--- src/rtl/enc4_2_serial.sv ---
// Sequential 4-to-2 encoder: captures a request vector, then emits the index of
// each set bit one per output handshake, in the priority order set by HIGH_FIRST.
//
// state | meaning
// IDLE  | waiting for a vector; in_ready follows en
// BUSY  | draining pend, one code per out_valid/out_ready handshake
module enc4_2_serial #(
    parameter bit HIGH_FIRST = 1'b1
) (
    input  logic       clk,
    input  logic       rst_n,
    input  logic       en,
    input  logic       in_valid,
    output logic       in_ready,
    input  logic [3:0] in_vec,
    output logic       out_valid,
    input  logic       out_ready,
    output logic [1:0] out_code,
    output logic       out_last,
    output logic       err_zero
);

    typedef enum logic {
        IDLE = 1'b0,
        BUSY = 1'b1
    } state_t;

    state_t     r_state;
    state_t     w_state_nxt;
    logic [3:0] r_pend;
    logic [3:0] w_pend_nxt;
    logic       r_err_zero;
    logic       w_err_zero_nxt;
    logic [1:0] w_sel;
    logic       w_one_left;
    logic       w_accept;

    always_comb begin
        w_sel = 2'd0;
        if (HIGH_FIRST) begin
            if (r_pend[3])      w_sel = 2'd3;
            else if (r_pend[2]) w_sel = 2'd2;
            else if (r_pend[1]) w_sel = 2'd1;
            else                w_sel = 2'd0;
        end else begin
            if (r_pend[0])      w_sel = 2'd0;
            else if (r_pend[1]) w_sel = 2'd1;
            else if (r_pend[2]) w_sel = 2'd2;
            else if (r_pend[3]) w_sel = 2'd3;
            else                w_sel = 2'd0;
        end
    end

    assign w_one_left = (r_pend != 4'd0) && ((r_pend & (r_pend - 4'd1)) == 4'd0);

    // rst_n is folded in so in_ready stays low while reset is asserted
    assign in_ready  = (r_state == IDLE) && en && rst_n;
    assign w_accept  = in_valid && in_ready;

    assign out_valid = (r_state == BUSY);
    assign out_code  = out_valid ? w_sel : 2'd0;
    assign out_last  = out_valid && w_one_left;
    assign err_zero  = r_err_zero;

    always_comb begin
        w_state_nxt    = r_state;
        w_pend_nxt     = r_pend;
        w_err_zero_nxt = 1'b0;
        case (r_state)
            IDLE: begin
                if (w_accept) begin
                    if (in_vec != 4'd0) begin
                        w_pend_nxt  = in_vec;
                        w_state_nxt = BUSY;
                    end else begin
                        w_err_zero_nxt = 1'b1;
                    end
                end
            end
            BUSY: begin
                if (out_ready) begin
                    w_pend_nxt = r_pend & ~(4'b0001 << w_sel);
                    if (w_one_left) w_state_nxt = IDLE;
                end
            end
            default: begin
                w_state_nxt = IDLE;
                w_pend_nxt  = 4'd0;
            end
        endcase
    end

    always_ff @(posedge clk or negedge rst_n) begin
        if (!rst_n) begin
            r_state    <= IDLE;
            r_pend     <= 4'd0;
            r_err_zero <= 1'b0;
        end else begin
            r_state    <= w_state_nxt;
            r_pend     <= w_pend_nxt;
            r_err_zero <= w_err_zero_nxt;
        end
    end

endmodule

--- config.mk ---
export PLATFORM = sky130hd
export DESIGN_NAME = enc4_2_serial
export DESIGN_NICKNAME = d
export VERILOG_FILES = /design/src/rtl/enc4_2_serial.sv
export SDC_FILE = /design/constraint.sdc
export NUM_CORES = 1
export LEC_CHECK = 0
export ABC_AREA = 1
export CORE_AREA = 2 2 39 41
export CTS_BUF_LIST = sky130_fd_sc_hd__clkbuf_4
export CTS_CLUSTER_DIAMETER = 80
export DETAILED_ROUTE_END_ITERATION = 8
export DIE_AREA = 0 0 41 43
export PLACE_DENSITY = 0.61
export RECOVER_POWER = 50
export SETUP_SLACK_MARGIN = 0.02
export SYNTH_ARGS = -nofsm -noshare
export SYNTH_HDL_FRONTEND = slang
export SYNTH_SLANG_ARGS = --single-unit
--- constraint.sdc ---
create_clock -name clk -period 1.1 [get_ports clk]
set_input_delay 0.33 -clock clk [delete_from_list [all_inputs] [get_ports clk]]
set_output_delay 0.33 -clock clk [all_outputs]
set_load 0.05 [all_outputs]
==> results.py <==
metrics = {
    "status": {
        "status": "complete, but fails checks",
        "violations": "setup timing",
    },
    "yosys": {
        "synth.yosys.seq_area_share": 0.335,
        "synth_edf_count": 0,
        "syn_avg_cell_area_um2": 7.34,
        "synthFlopType": "dfrtp_1",
        "yosys_warnings": 0,
        "synth_cell_type_count": 19,
        "syn_area_um2": 448,
        "synth_nets": 70,
        "ys_seq_elements": 6,
        "syn_inst": 61,
        "ys_async_sr_fraction": 1.00,
    },
    "clocking": {
        "clk_latency_ps": 270,
        "clk_path_buf_depth": 2,
        "htreeDepth": 1,
        "path_clk_slew_ps": 60,
        "numCtsBuffers": 3,
        "cts_tree": "done",
        "cts-root-buf": "clkbuf_4",
        "cts_sinks": 6,
    },
    "timing": {
        "drv_slew": 0,
        "tightest_slew_ps": 408,
        "fin_ws_ps": -513,
        "slew_headroom": 0.728,
        "min_period_ps": 1610,
        "fmax_mhz": 620,
        "tns_ps": -3690,
        "timing.hold.ws_ps": 511,
        "hold_violations": 0,
        "clock-skew-final_ps": 10.2,
        "post-route-period-util": 1.47,
        "setup_viol": 11,
        "rsz0062_at_grt": "true",
    },
    "route": {
        "dr.first_iter.drc_count": 6,
        "wl_met3_um": 79,
        "vias_per_cell": 4.71,
        "final_antenna_net_count": 0,
        "met2_length_um": 896,
        "top_layer": "met4",
        "drc": 0,
        "vias": 593,
        "wl_per_cell_um": 14.1,
        "routed_wl_mm": 1.77,
        "drtPass1Iterations": 4,
        "drt-met1-wl_um": 713,
    },
    "power_and_ir_drop": {
        "pwr-share-clk": 0.091,
        "p_int_w": 0.00175,
        "power_frac_comb": 0.772,
        "switching_power_w": 0.00132,
        "power_per_cell_area_mw_per_mm2": 2910,
        "seqPwrFrac": 0.137,
        "irDropWorstVdd_mv": 1.61,
        "p_leak_nw": 0.511,
        "switching_share": 0.430,
    },
    "placed_design": {
        "dpl.hpwl_um": 964,
        "routabilityCongestion": 0.854,
        "portBuffers": 14,
        "pre_cts_ws_ps": -474,
    },
    "floorplan": {
        "die_h_um": 43,
        "core_area_mm2": 0.00138,
        "rows": 14,
        "ioPinCount": 15,
        "initial_core_util": 0.324,
        "die_area_mm2": 0.00176,
        "fp.dieW_um": 41,
    },
    "hold_path": {
        "holdCritPathClass": "input port to register",
    },
    "setup_path": {
        "arrival_ps": 1280,
        "startpoint_type": "register",
        "crit_slowest_cell": "dfrtp_2",
        "critPathMaxStageDelay_ps": 450,
        "crit_type": "register to output port",
        "path_cells": "nor2_4 -> inv_1 -> nand2_1 -> and3_4 -> buf_12",
        "crit_fanout": 4,
        "cp.required_ps": 770,
        "critPathCaptureType": "output port",
    },
    "finish": {
        "fillers": 83,
        "antenna_cells": 0,
        "syn2layout_area_growth_pct": 135,
        "layout-drive-gt1-share": 0.645,
        "nets": 120,
    },
    "global_route": {
        "grt_pass1_vias": 554,
        "grt_overflow": 0,
        "grt_pass1_wl_mm": 2.33,
        "grt_max_degree": 7,
        "grt_usage": 0.210,
        "antenna_found_initial": 0,
    },
    "job": {
        "maxCapViolations": 0,
    },
}
state kept, by name (all words and copies together) (netlist names):
signal,count
out_valid,1
r_pend,4
err_zero,1
placed cells by master, fill, tap and decap left out, types with 2 or more instances in the layout:
cell type / count
clkbuf_4: 4
clkbuf_1: 2
nand4_1: 2
inv_1: 4
nand2_1: 18
dfrtp_1: 3
nand2_2: 5
buf_12: 7
nor2_2: 2
buf_6: 9
nor2_4: 6
inv_2: 3
dlygate4sd2_1: 5
dfrtp_2: 2
buf_4: 19
o21ai_2: 2
repair_timing:
action,CTS,global route
hold buffers,1,0
setup endpoints to repair,12,12
cloned,0,0
resized for setup,29,14
hold endpoints to repair,6,0
buffers inserted,13,7
pin swaps,15,9
synth_stat cells, types with 2 or more instances:
cell type  number  area share
o21ai_0         2       0.022
nor2_1          7       0.059
nor2_4          2       0.050
nand2_1        23        0.19
dfrtp_1         6        0.34
nand4_1         2       0.028
inv_1           7       0.059
layout make-up:
type	instances	area, um2	area share
sequential	6	156	0.148
clock buffer	4	30.0	0.0285
timing repair buffer	45	460	0.437
multi-input combinational	46	339	0.321
tap	16	20.0	0.0190
inverter	9	48.8	0.0463
final timing paths:
kind | cells after the start | slack, ps | start | end
hold reg to reg | 3 | 620 | r_pend[0] | r_pend[0]
setup reg to reg | 12 | -470 | r_pend[2] | r_pend[0]
setup / recovery | 5 | -510 | r_pend[2] | out_last
min in group asynchronous | 3 | 630 | rst_n | err_zero
max in group asynchronous | 3 | 140 | rst_n | out_valid
hold / removal | 3 | 510 | in_valid | err_zero
power by group through the flow:
stage	registers (W)	logic (W)	clock network [W]
after global routing	0.000429	0.00249	0.000297
final	0.000420	0.00237	0.000280
after global placement	0.000404	0.00164	0
after detailed placement	0.000405	0.00166	0
after floorplan	0.000479	0.000836	0
after CTS	0.000415	0.00192	0.000291
cell families after synthesis:
family,synth area share
and+or+nand+nor,0.494
buffers and inverters,0.0810
DFF,0.335
AOI/OAI and AO/OA,0.0894
metal layers:
| metal | vias to the layer above | GRT usage |
|---|---|---|
| li1 | 289 | - |
| met1 | 277 | 0.257 |
| met2 | 17 | 0.300 |
| met3 | 10 | 0.0471 |
| met4 | 0 | 0.160 |
| met5 | - | 0 |
worst max-delay path, delay by kind of cell, from the launching register on:
kind / cells / cell delay, ps
DFF: 1 / 450
and+or+nand+nor: 3 / 400
buffers and inverters: 2 / 180
stage by stage:
step	instance area, um2	std cells	total power, W	util
after CTS	943	119	0.00263	0.682
final	1050	126	0.00307	0.762
after global placement	801	103	0.00205	0.579
after floorplan	490	61	0.00132	-
after global routing	1050	126	0.00322	0.762
after detailed placement	801	103	0.00206	0.579
Note: power is estimated with default switching activity, not from simulation.
